==> config.mk <==
export PLATFORM = sky130hd
export DESIGN_NAME = shift_sub_divider
export DESIGN_NICKNAME = d
export VERILOG_FILES = /design/src/rtl/div_pkg.sv /design/src/rtl/div_datapath.sv /design/src/rtl/shift_sub_divider.sv
export SDC_FILE = /design/constraint.sdc
export NUM_CORES = 1
export LEC_CHECK = 0
export CORE_AREA = 5 5 60 62
export CTS_CLUSTER_SIZE = 10
export DETAILED_ROUTE_END_ITERATION = 16
export DIE_AREA = 0 0 65 67
export HOLD_SLACK_MARGIN = 0.08
export PLACE_DENSITY = 0.67
export SETUP_SLACK_MARGIN = 0.15
export SYNTH_ARGS = -nofsm -noshare
export SYNTH_HDL_FRONTEND = slang
export SYNTH_SLANG_ARGS = --single-unit
==> constraint.sdc <==
create_clock -name clk -period 1.8 [get_ports clk]
set_input_delay 0.36 -clock clk [delete_from_list [all_inputs] [get_ports clk]]
set_output_delay 0.36 -clock clk [all_outputs]
set_load 0.03 [all_outputs]
==> src/rtl/div_pkg.sv <==
// Shared types and constants for the shift/subtract divider.
//   state_t       : controller state encoding (IDLE, LOAD, SHIFT, SUB, DONE)
//   DEFAULT_WIDTH : default operand/quotient/remainder width
package div_pkg;

  localparam int unsigned DEFAULT_WIDTH = 4;

  typedef enum logic [2:0] {
    IDLE  = 3'd0,
    LOAD  = 3'd1,
    SHIFT = 3'd2,
    SUB   = 3'd3,
    DONE  = 3'd4
  } state_t;

endpackage

==> src/rtl/div_datapath.sv <==
// Datapath of the restoring divider: Q/R/B registers, WIDTH+1-bit compare and
// subtract, and the combined {R,Q} left shift.
// Ports:
//   clk, rst            : clock, asynchronous active-high reset
//   ld                  : load operands (Q=dividend, R=0, B=divisor)
//   zfill               : with ld, load the zero-divisor result (Q=all ones, R=dividend)
//   shft                : {R,Q} <= {R,Q} << 1
//   sub                 : conditional subtract, sets Q[0] to the quotient bit
//   dividend, divisor   : operands
//   quotient, remainder : Q and low WIDTH bits of R
module div_datapath
  import div_pkg::*;
#(
  parameter int unsigned WIDTH = DEFAULT_WIDTH
) (
  input  logic             clk,
  input  logic             rst,
  input  logic             ld,
  input  logic             zfill,
  input  logic             shft,
  input  logic             sub,
  input  logic [WIDTH-1:0] dividend,
  input  logic [WIDTH-1:0] divisor,
  output logic [WIDTH-1:0] quotient,
  output logic [WIDTH-1:0] remainder
);

  logic [WIDTH:0]   r;
  logic [WIDTH-1:0] q;
  logic [WIDTH-1:0] b;
  logic [WIDTH:0]   diff;
  logic             ge;

  // R carries one extra bit so the partial remainder never overflows the compare.
  assign diff = r - {1'b0, b};
  assign ge   = (r >= {1'b0, b});

  // Operand and partial-result registers.
  always_ff @(posedge clk or posedge rst) begin
    if (rst) begin
      r <= '0;
      q <= '0;
      b <= '0;
    end else if (ld) begin
      b <= divisor;
      if (zfill) begin
        q <= '1;
        r <= {1'b0, dividend};
      end else begin
        q <= dividend;
        r <= '0;
      end
    end else if (shft) begin
      {r, q} <= {r[WIDTH-1:0], q, 1'b0};
    end else if (sub) begin
      if (ge) begin
        r    <= diff;
        q[0] <= 1'b1;
      end else begin
        q[0] <= 1'b0;
      end
    end
  end

  assign quotient  = q;
  assign remainder = r[WIDTH-1:0];

endmodule

==> src/rtl/shift_sub_divider.sv <==
// Sequential unsigned restoring divider, one quotient bit per two clocks.
// Controller FSM and iteration counter; arithmetic lives in div_datapath.
// Optional feature macro: DIV_ZERO_DETECT_EN (zero-divisor fast path + dz flag).
// Ports:
//   clk, rst            : clock, asynchronous active-high reset
//   start               : begin a division (sampled in IDLE only)
//   dividend, divisor   : operands, sampled in LOAD
//   quotient, remainder : result, valid with done, held until next LOAD
//   busy                : high in LOAD/SHIFT/SUB
//   done                : one-cycle pulse in DONE
//   dz                  : divide-by-zero flag, valid with done
module shift_sub_divider
  import div_pkg::*;
#(
  parameter int unsigned WIDTH = DEFAULT_WIDTH
) (
  input  logic             clk,
  input  logic             rst,
  input  logic             start,
  input  logic [WIDTH-1:0] dividend,
  input  logic [WIDTH-1:0] divisor,
  output logic [WIDTH-1:0] quotient,
  output logic [WIDTH-1:0] remainder,
  output logic             busy,
  output logic             done,
  output logic             dz
);

  localparam int unsigned CW = $clog2(WIDTH + 1);

  state_t          state;
  state_t          state_nx;
  logic [CW-1:0]   cnt;
  logic            ld;
  logic            zfill;
  logic            shft;
  logic            sub;

  // State register.
  always_ff @(posedge clk or posedge rst) begin
    if (rst) state <= IDLE;
    else     state <= state_nx;
  end

  // Next-state and datapath control decode.
  always_comb begin
    state_nx = state;
    ld       = 1'b0;
    zfill    = 1'b0;
    shft     = 1'b0;
    sub      = 1'b0;
    unique case (state)
      IDLE: begin
        if (start) state_nx = LOAD;
      end
      LOAD: begin
        ld       = 1'b1;
        state_nx = SHIFT;
`ifdef DIV_ZERO_DETECT_EN
        if (divisor == '0) begin
          zfill    = 1'b1;
          state_nx = DONE;
        end
`endif
      end
      SHIFT: begin
        shft     = 1'b1;
        state_nx = SUB;
      end
      SUB: begin
        sub = 1'b1;
        if (cnt == CW'(1)) state_nx = DONE;
        else               state_nx = SHIFT;
      end
      DONE: begin
        state_nx = IDLE;
      end
      default: begin
        state_nx = IDLE;
      end
    endcase
  end

  // Remaining quotient bits.
  always_ff @(posedge clk or posedge rst) begin
    if (rst)      cnt <= '0;
    else if (ld)  cnt <= CW'(WIDTH);
    else if (sub) cnt <= cnt - CW'(1);
  end

  // Status flags registered from the next state so they track the state register exactly.
  always_ff @(posedge clk or posedge rst) begin
    if (rst) begin
      busy <= 1'b0;
      done <= 1'b0;
    end else begin
      busy <= (state_nx == LOAD) || (state_nx == SHIFT) || (state_nx == SUB);
      done <= (state_nx == DONE);
    end
  end

`ifdef DIV_ZERO_DETECT_EN
  // Zero-divisor flag, captured at LOAD and held until the next LOAD.
  always_ff @(posedge clk or posedge rst) begin
    if (rst)     dz <= 1'b0;
    else if (ld) dz <= zfill;
  end
`else
  assign dz = 1'b0;
`endif

  div_datapath #(
    .WIDTH (WIDTH)
  ) u_datapath (
    .clk       (clk),
    .rst       (rst),
    .ld        (ld),
    .zfill     (zfill),
    .shft      (shft),
    .sub       (sub),
    .dividend  (dividend),
    .divisor   (divisor),
    .quotient  (quotient),
    .remainder (remainder)
  );

endmodule

# ---- Yosys cells after proc, flatten, opt, wreduce, memory -nomap -nowiden
# Index checks and enable logic that the tools add are counted.
dict set report word_totals {
  ff_bits 21
  inputBits 11
  elab_cells 44
}
dict set report op_classes {
  add_sub_neg 2
  n_lt_le_gt_ge 1
  eq_ne 8
  n_mux 17
  n_reduce_logical 8
}
# op n
set op_table {}
lappend op_table {{$mux W5} 4}
lappend op_table {{$mux W3} 5}
lappend op_table {{$eq A3 B2 Y1 const B} 4}
lappend op_table {{$pmux W3 S4} 1}
lappend op_table {{$eq A3 B1 Y1 const B} 3}
lappend op_table {{$mux W1} 6}
lappend op_table {{$reduce_bool A3 Y1} 2}
lappend op_table {{$ge A5 B4 Y1} 1}
lappend op_table {{$sub A5 B4 Y5} 1}
lappend op_table {{$mux W4} 1}
lappend op_table {{$reduce_bool A2 Y1} 2}
lappend op_table {{$eq A3 B3 Y1 const B} 1}
lappend op_table {{$logic_not A3 Y1} 1}
lappend op_table {{$sub A3 B1 Y3 const B} 1}
lappend op_table {{$logic_or A1 B1 Y1} 2}
lappend op_table {{$reduce_and A2 Y1} 1}

# ---- Depth between registers and ports, before layout
# Gate-level depths: netlist of run 1.
dict set report logic_depth {
  ltp_word 6
  ltp_mapped 7
}

# ---- Modules after synthesis
# A second synthesis of run 1 with hierarchy kept.
dict set report hier_totals {
  cells_unflattened 144
  hier_area_um2 1323.8
}
# module n_inst cells_per_inst area_each_um2 seq_area_each_um2
set by_module_without_submodules {}
lappend by_module_without_submodules {div_datapath 1 108 928.4 325.3}
lappend by_module_without_submodules {shift_sub_divider 1 36 395.4 200.2}

# ---- Least setup slack after synthesis of run 1
# No wires, ideal clock.
dict set report synth_path {
  path_kind {reg-to-reg}
  from {register u_datapath.r[2]}
  to {register u_datapath.r[1]}
  setup_time_ps 126
  arrival_ps 1568
  setup_slack_ps 107
  path_stages_with_launch 6
  n_path_buf 0
  period_less_slack_ps 1693
  cell_sequence {dfrtp_1 ha_1 and3b_1 o21ai_0 nand3_1 a221o_1}
}
dict set report synth_between {
  elab_chain_len 3
}
# item line_no
set synth_lines {}
lappend synth_lines {{start: declaration} div_datapath.sv:28} ;# logic [WIDTH:0] r;
lappend synth_lines {{start signal: assignment} div_datapath.sv:48} ;# r <= {1'b0, dividend};
lappend synth_lines {{start signal: assignment} div_datapath.sv:54} ;# {r, q} <= {r[WIDTH-1:0], q, 1'b0};
lappend synth_lines {{start signal: assignment} div_datapath.sv:57} ;# r <= diff;
lappend synth_lines {{$ge A5 B4 Y1} div_datapath.sv:36} ;# assign ge = (r >= {1'b0, b});
lappend synth_lines {{$reduce_bool A3 Y1 (no line)} --}
lappend synth_lines {{$reduce_and A2 Y1 (no line)} --}
# No other way between the ends.
# A chain may end at the register's enable or synchronous reset.

# ---- Worst setup path in the final report of run 1
dict set report layout_path {
  from {register u_datapath.r[1]}
  to {register u_datapath.r[2]}
}
dict set report layout_between {
  elab_chain_len 5
  word_cells_on_any_way 8
  classes_between {1 x add/sub; 1 x order compare; 4 x mux; 2 x reduce/logical}
}
# item line_no
set layout_lines {}
lappend layout_lines {{$sub A5 B4 Y5} div_datapath.sv:35} ;# assign diff = r - {1'b0, b};
lappend layout_lines {{$mux W5} div_datapath.sv:56} ;# if (ge) begin
lappend layout_lines {{$mux W5} div_datapath.sv:55} ;# end else if (sub) begin
lappend layout_lines {{$mux W5} div_datapath.sv:53} ;# end else if (shft) begin
lappend layout_lines {{$mux W5} div_datapath.sv:44} ;# end else if (ld) begin
# Parallel ways exist; a longest one is shown, timed or not. The select of a mux whose other input is x is not followed.

==> impl_summary.md, run 1 <==
Critical path
The critical path goes through ha_1 > and3b_2 > o21a_4 > o211ai_1 > o211ai_1. The logic depth of the worst register-to-register path is 5. Along the worst path, the maximum fanout reaches 5. The cell occurring most often along the worst timing path is sky130_fd_sc_hd__o211ai_1. The type of destination of the critical path is a register. STA classifies the critical path startpoint as a register. The launch instance of the worst register-to-register path is u_datapath.r[1]. Counting both buffers and inverters, the worst setup path holds a total of 0. The cell at the slowest stage of the critical path is sky130_fd_sc_hd__dfrtp_1. The largest single stage delay on the critical path is 450 ps. The required time reported for the critical path endpoint is 2000 ps. The critical path data arrival time is 1950 ps.

Among cell families on the critical path, the largest total delay comes from compound AO/OA/AOI/OAI gates. The startpoint of the most critical setup path is u_datapath.r[1]. The kind of critical path is reg -> reg.

The critical path crosses 5 cells after its start point.

Synth
The number of different library cells used by synthesis comes to 44. The number of synthesized register bits is 21. The number of warnings printed during yosys synthesis is 0. The number of enable flip-flop cells after synthesis is 0.

The commonest cells after synthesis are 21 x sky130_fd_sc_hd__dfrtp_1, 11 x sky130_fd_sc_hd__inv_1, 11 x sky130_fd_sc_hd__nor2_1. The cell count after synthesis came out at 139. The average instance area after synthesis is 9.25 µm².

The number of nets in the synthesized netlist is 157. The cell taking the most area after synthesis is sky130_fd_sc_hd__dfrtp_1. The share of async-settable or async-resettable flops after synthesis is 100%. Summing the sequential cell areas from Yosys gives 40.9% of the chip area. The cell area after synthesis is 1290 µm². In the synthesized netlist the dominant register cell turns out to be sky130_fd_sc_hd__dfrtp_1.

The most common cell in the synthesized netlist is sky130_fd_sc_hd__dfrtp_1. By area the synthesized netlist is led by sky130_fd_sc_hd__dfrtp_1 41%, sky130_fd_sc_hd__ha_1 5.8%, sky130_fd_sc_hd__mux2_2 3.5%. The proportion of netlist area held by the largest area contributor is 40.9%.

Floorplan
The number of primary I/O pins is 22. The die is 65 µm wide. The initial standard-cell utilization of the core is 43.2%.

The die covers 4360 µm². The die is 67 µm tall. Row generation in the floorplan step produced 20 rows. The core region is 2980 µm².

Place
The instance area after placement is 1550 µm². Detailed placement finished with a half-perimeter wire length of 2390 µm. The number of buffer cells added on primary ports is 20. The routability congestion estimate is 0.833.

Drt
The post-detailed-route count of antenna-violating nets is 0. The residual DRC count is 0. Summed over all layers, the routed wires come to 3490 µm. Detailed routing inserted a total of 1,186 vias. The number of search-and-repair iterations in the first detailed-routing pass is 5.

After detailed routing, the number of vias per cell comes to 5.90. In this run, the number of DRC markers left after iteration 0 of detailed routing was 102. After detailed routing, the average wire length per cell comes to 17.4 µm.

STA
The final hold violation count is 0. The final cycle utilization of the critical path is 97.3%. For this run, the top clock speed supported by timing is 571 MHz.

Setup repair after global routing could not meet its margin everywhere. The final setup skew is 13.0 ps. The minimum clock period after layout is 1750 ps. The number of pins exceeding their max-slew limit in the final report is 0. The setup violation total in the final timing report is 0.

Job
Max-cap violations in this run came to 0.

Finish
The number of antenna diodes in the final layout is 0. Compared with the post-synthesis result, the final layout area differs by 31.3%. The number of nets in the final layout is 187. Fill cells in the final layout number 267. The post-route cell area is 1690 µm². The share of cells above drive strength 1 is 25.6%. The utilization after layout is 56.7%.

Global routing
Global routing finished with a remaining overflow of 0. The number of global-route vias before repair came to 1,206. The initial antenna violation count is 0. The first global-routing pass estimated 5490 µm of wire. The maximum number of pins on one net before global-route repair is 22.

In the global route stage, overall resource usage came out at 16.4%.

Clocking
The clock edge transition at the registers on the reported setup and hold paths is 130 ps. The number of levels the H-tree was split into is 1. The cell chosen for the clock root is sky130_fd_sc_hd__clkbuf_4. The maximum buffer depth of the clock tree is 2. The number of CTS-inserted buffers is 3. The clock latency on the worst-skew pair is 310 ps. The number of clock sinks is 21.

TritonCTS built the clock tree.

Min path
The type of the most critical hold path is in -> async.

Status
The flow ran to the end, and the final reports show no timing, DRC or antenna violations.
## state kept, by name, indices dropped and copies added (netlist names)
name                 count
cnt                      3
busy                     1
u_datapath.b             4
state                    3
u_datapath.quotient      4
done                     1
u_datapath.r             5
## path summary, 6_finish.rpt
| check | slack (ps) | to |
|---|---|---|
| max | 50 | u_datapath.r[2] |
| min | 360 | u_datapath.r[4] |
| max reg2reg | 50 | u_datapath.r[2] |
| min reg2reg | 510 | cnt[1] |
| max in group asynchronous | 1200 | u_datapath.r[2] |
| min in group clk | 510 | cnt[1] |
## cells by family after synthesis
logic type / count (synthesis) / synth area share (%)
xor gates and xnor gates: 1 / 0.681
buffers and inverters: 23 / 9.05
AOI/OAI and AO/OA: 40 / 21.2
muxes: 5 / 4.28
other: 1 / 0.292
and+or+nand+nor: 41 / 16.2
adders and majority gates: 7 / 7.39
DFF: 21 / 40.9
## routing by layer
metal / vias to the layer above / part of all wire [%] / GRT usage [%]
met5: - / 0 / 0
met4: 0 / 4.0 / 7.92
met3: 17 / 6.3 / 3.04
met2: 51 / 49 / 28.1
met1: 571 / 41 / 19.8
li1: 547 / - / -
## worst reg2reg max path, delay by kind of cell, from the launching register on
kind | cells | cell delay [ps]
AOI/OAI and AO/OA | 3 | 600
DFF | 1 | 450
adders and majority gates | 1 | 310
and+or+nand+nor | 1 | 270
## per-stage QoR
stage,setup slack [ps],setup TNS (ps),hold slack (ps),cells
finish,47.7,0,359,201
global placement,121,0,458,191
floorplan,182,0,337,139
CTS,87.7,0,363,197
detailed placement,64.6,0,486,191
global route,-38.9,-38.9,391,201
## placed cells by master (no fill, tap or decap), types with 3 or more instances in the layout
cell type	synthesis	layout
sky130_fd_sc_hd__clkdlybuf4s50_1	0	10
sky130_fd_sc_hd__nor2_1	11	11
sky130_fd_sc_hd__o22ai_1	5	5
sky130_fd_sc_hd__mux2_2	4	4
sky130_fd_sc_hd__ha_1	6	3
sky130_fd_sc_hd__clkbuf_4	0	3
sky130_fd_sc_hd__a21oi_1	6	6
sky130_fd_sc_hd__buf_4	5	16
sky130_fd_sc_hd__nor2b_1	4	3
sky130_fd_sc_hd__dfrtp_1	21	20
sky130_fd_sc_hd__nand2_1	9	8
sky130_fd_sc_hd__inv_1	11	11
sky130_fd_sc_hd__o21ai_0	8	6
sky130_fd_sc_hd__dlygate4sd2_1	0	9
## timing repair
action,CTS,global route
pin swaps,8,11
endpoints found under the setup margin,16,7
gates cloned,0,0
hold buffers,0,0
resized for setup,23,7
buffers inserted,2,4
## layout make-up
| cell class | instances | area [µm²] | area share, % |
|---|---|---|---|
| Multi-Input combinational cell | 95 | 741 | 43.9 |
| Sequential cell | 21 | 527 | 31.2 |
| Timing Repair Buffer | 36 | 309 | 18.3 |
| Inverter | 12 | 45.0 | 2.67 |
| Tap cell | 33 | 41.3 | 2.44 |
| Clock buffer | 4 | 26.3 | 1.56 |
Power of run 1 is not shown: default switching activity piles up to over one toggle a cycle in this logic, so the estimate is an artifact.
==> inputs of run 2 (changes only) <==
- CORE_AREA: 5 5 60 62 -> 5 5 61 63
- DIE_AREA: 0 0 65 67 -> 0 0 66 68
- PLACE_DENSITY: 0.67 -> 0.66
- SKIP_LAST_GASP: not set -> 1
- SYNTH_HIERARCHICAL: not set -> 1
==> impl_summary.md, run 2 <==
Synth
The cell taking the most area after synthesis is sky130_fd_sc_hd__dfrtp_1. Ranked by total cell area, the synthesized netlist is headed by sky130_fd_sc_hd__dfrtp_1 40%, sky130_fd_sc_hd__ha_1 5.7%, sky130_fd_sc_hd__o21ai_0 5.7%. The main combinational cell family by area after synthesis is simple AND/OR/NAND/NOR gates. The number of distinct library cell variants in the gate-level netlist after synthesis is 40. For this run, asynchronously set or reset flops after synthesis account for 100%. The dominant cell by count in the synthesized netlist is sky130_fd_sc_hd__dfrtp_1. The number of synthesized register bits is 21.

After synthesis the cells add up to 1320 µm². The top cell type by area accounts for 39.7% of the synthesized area. The average instance area after synthesis is 9.19 µm². Counting flops with a built-in enable in the synthesized netlist gives 0. The commonest cells after synthesis are 21 x sky130_fd_sc_hd__dfrtp_1, 15 x sky130_fd_sc_hd__o21ai_0, 13 x sky130_fd_sc_hd__inv_1, 13 x sky130_fd_sc_hd__nand2_1, 8 x sky130_fd_sc_hd__nor2_1. The main flop type after synthesis is sky130_fd_sc_hd__dfrtp_1. The synthesized netlist devotes 17.5% of its cell area to compound gates. Summing the areas of all and, or, nand and nor instances in the mapped netlist gives 21.1% of the synthesized area.

Of the post-synthesis cell area, the part taken by muxes is 4.25%. The synthesized netlist devotes 7.18% of its cell area to adder and majority cells. The share of synthesized area occupied by flip-flops and latches is 39.7%. The number of warnings printed during yosys synthesis is 6. The parity-gate share of the synthesized area counting xor and xnor cells is 0.662%. In the synthesized netlist, the number of instances is 144.

Critical path
The logic depth of the worst register-to-register path is 5. The slack of the worst reg-to-reg path is 110 ps. The launch instance of the worst register-to-register path is u_datapath/b[1]. The critical path launch point type is a register.

The critical path data arrival time is 1890 ps. STA puts the critical path data required time at 1990 ps. The endpoint of the lowest-slack register-to-register path is u_datapath/r[2]. Along the worst path, the maximum fanout reaches 2. By startpoint and endpoint, the worst setup path is classified as reg -> reg.

The type of destination of the critical path is a register.

Finish
After filler insertion, the fill cell instance count of the layout stands at 294. The share of cells above drive strength 1 is 27.3%. The flip-flop count of the largest register, all copies and words added is 5. The antenna cell count is 0. The net count of the finished layout is 195. In the final layout, the multi-input gates occupy 783 µm². The number of standard cells in the final layout excluding fillers is 222. u_datapath/r holds more flip-flops than any other register. The top cell types in the final layout, fill and taps aside, are 19 x sky130_fd_sc_hd__dfrtp_1, 13 x sky130_fd_sc_hd__buf_4, 12 x sky130_fd_sc_hd__nand2_1, 12 x sky130_fd_sc_hd__o21ai_0.

In the final layout, flip-flops and latches occupy 528 µm². For this run, the share of the core covered by cells in the final layout is 56.3%. Compared with the post-synthesis result, the final layout area differs by 35.2%.

The most common cell after layout, fill and taps aside is sky130_fd_sc_hd__dfrtp_1.

Drt
The total via count in the routed design is 1,143. The residual DRC count is 0. The routed wirelength normalized by instance count is 15.0 µm. After detailed routing, the total wire length is 3330 µm. The mean number of vias per cell is 5.15. Once detail routing completed, the nets flagged for antenna violations numbered 0. For this run, the detailed router's first-pass iteration total came to 4. In this run, the number of DRC markers left after iteration 0 of detailed routing was 61.

Global routing
The total track usage is 15.8%. The total overflow left after global routing is 0. The number of global-route vias before repair was 1,176. The initial antenna violation count is 0. The maximum number of pins on one net before global-route repair is 14. The first-pass GRT wire length is 5410 µm.

STA
The worst slew margin relative to its limit is 64.5%. The smallest clock period supported by the final layout is computed as 1690 ps. The final setup skew is 4.72 ps. At the pin with the least slew margin, the transition time is 532 ps. The tightest hold path in the finished design has a slack of 323 ps. The maximum achievable frequency is 590 MHz. The setup violation total in the final timing report is 0. The number of pins exceeding their max-slew limit in the final report is 0. The setup TNS after final layout is 0 ps. The final hold violation count was 0.

Setup repair after global routing could not meet its margin everywhere. The final cycle utilization of the critical path is 94.1%.

Pwr
The net switching share of the total power is 46.3%. Across the VDD grid, the largest voltage drop is 786 µV. The power density over cell area is 2170 nW/µm². Summed over all cells, the static leakage comes to 0.766 nW. Summed over all nets, the switching power comes to 1.80 mW. The clock network accounts for 5.7% of the total power. Of the total power, combinational logic draws 71.5%. In this run, flip-flops and latches consume 22.7% of the power.

The cell-internal power is 2.08 mW.

Clocking
The number of CTS-inserted buffers is 3. The number of clock sinks is 21. The maximum buffer depth of the clock tree is 2.

The clock latency on the worst-skew pair is 300 ps. CTS built an H-tree with a depth of 1. TritonCTS built the clock tree. Clock-pin slew was measured on the worst setup and hold paths at 110 ps. The number of buffers inserted for hold repair after clock tree synthesis is 0.

The root buffer cell chosen for the clock tree is sky130_fd_sc_hd__clkbuf_4.

Place
The number of buffer cells added on primary ports is 20. The congestion estimate from routability-driven global placement came to 0.814. The placed instance count is 209. Detailed placement ended at an HPWL of 2310 µm.

Min path
The type of the most critical hold path is in -> async.

Floorplan
The floorplan step set the die width to 66 µm. The number of rows created at floorplan is 21. For this design the top-level I/O count stands at 22. The area of the die is 4490 µm². The height of the chip is 68 µm. The initial standard-cell utilization of the core is 41.6%. The total area inside the core boundary comes to 3180 µm².

Status
The flow ran to the end, and the final reports show no timing, DRC or antenna violations.

Job
Max-cap violations in this run came to 0.
## run 2: cells by family after synthesis
logic type      after synthesis
buf+inv                      24
other cells                   1
mux                           5
compound gates               34
fa+ha+maj                     7
flops                        21
xor+xnor                      1
simple gates                 51
## run 2: worst max path at each step
stage	cells after the start	end	from
global route	5	u_datapath/r[2]	u_datapath/b[0]
CTS	6	u_datapath/r[1]	u_datapath/b[3]
detailed placement	5	u_datapath/r[2]	u_datapath/b[0]
floorplan	6	u_datapath/r[2]	u_datapath/r[0]
finish	5	u_datapath/r[2]	u_datapath/b[1]
global placement	5	u_datapath/r[2]	u_datapath/b[0]
## run 2: final cells by class
class / instances / share of cell area [%]
Clock buffer: 4 / 1.47
Inverter: 13 / 2.73
Multi-Input combinational cell: 100 / 43.8
Sequential cell: 21 / 29.5
Tap cell: 46 / 3.22
Timing Repair Buffer: 38 / 19.3
## run 2: worst max-delay path, stage by stage (launching register included)
cell and delay, ps:
sky130_fd_sc_hd__dfrtp_1 440, sky130_fd_sc_hd__buf_6 130, sky130_fd_sc_hd__fa_2 400, sky130_fd_sc_hd__xor2_1 200, sky130_fd_sc_hd__o21ai_1 100, sky130_fd_sc_hd__a221o_1 320
## run 2: power by group through the flow
stage / logic (mW) / clock network, mW / registers [mW]
CTS: 2.53 / 0.235 / 0.852
global route: 3.03 / 0.267 / 0.912
finish: 2.78 / 0.223 / 0.883
floorplan: 1.56 / 0 / 0.966
detailed placement: 2.31 / 0 / 0.869
global placement: 2.24 / 0 / 0.849
## run 2: metal layers
| metal | vias to the layer above | GRT usage [%] | part of all wire, % |
|---|---|---|---|
| met5 | - | 0 | 0 |
| met4 | 0 | 5.84 | 1.2 |
| met3 | 4 | 2.13 | 2.3 |
| met2 | 16 | 29.0 | 53 |
| met1 | 558 | 18.9 | 44 |
| li1 | 565 | - | - |
## run 2: what timing repair did
| item | in CTS | in global routing |
|---|---|---|
| setup endpoints to repair | 15 | 10 |
| pin swaps | 2 | 9 |
| buffers inserted | 5 | 3 |
| endpoints found under the hold margin | 0 | 0 |
| resized for setup | 22 | 18 |
| gates cloned | 0 | 1 |
## run 2: through the flow
step	setup WS, ps	power [mW]	instance area [µm²]
final	106	3.88	1790
after global routing	55.5	4.21	1790
after CTS	154	3.61	1700
after detailed placement	63.3	3.18	1600
after global placement	69.4	3.09	1600
after floorplan	157	2.53	1330
(Power assumes the default switching activity.)
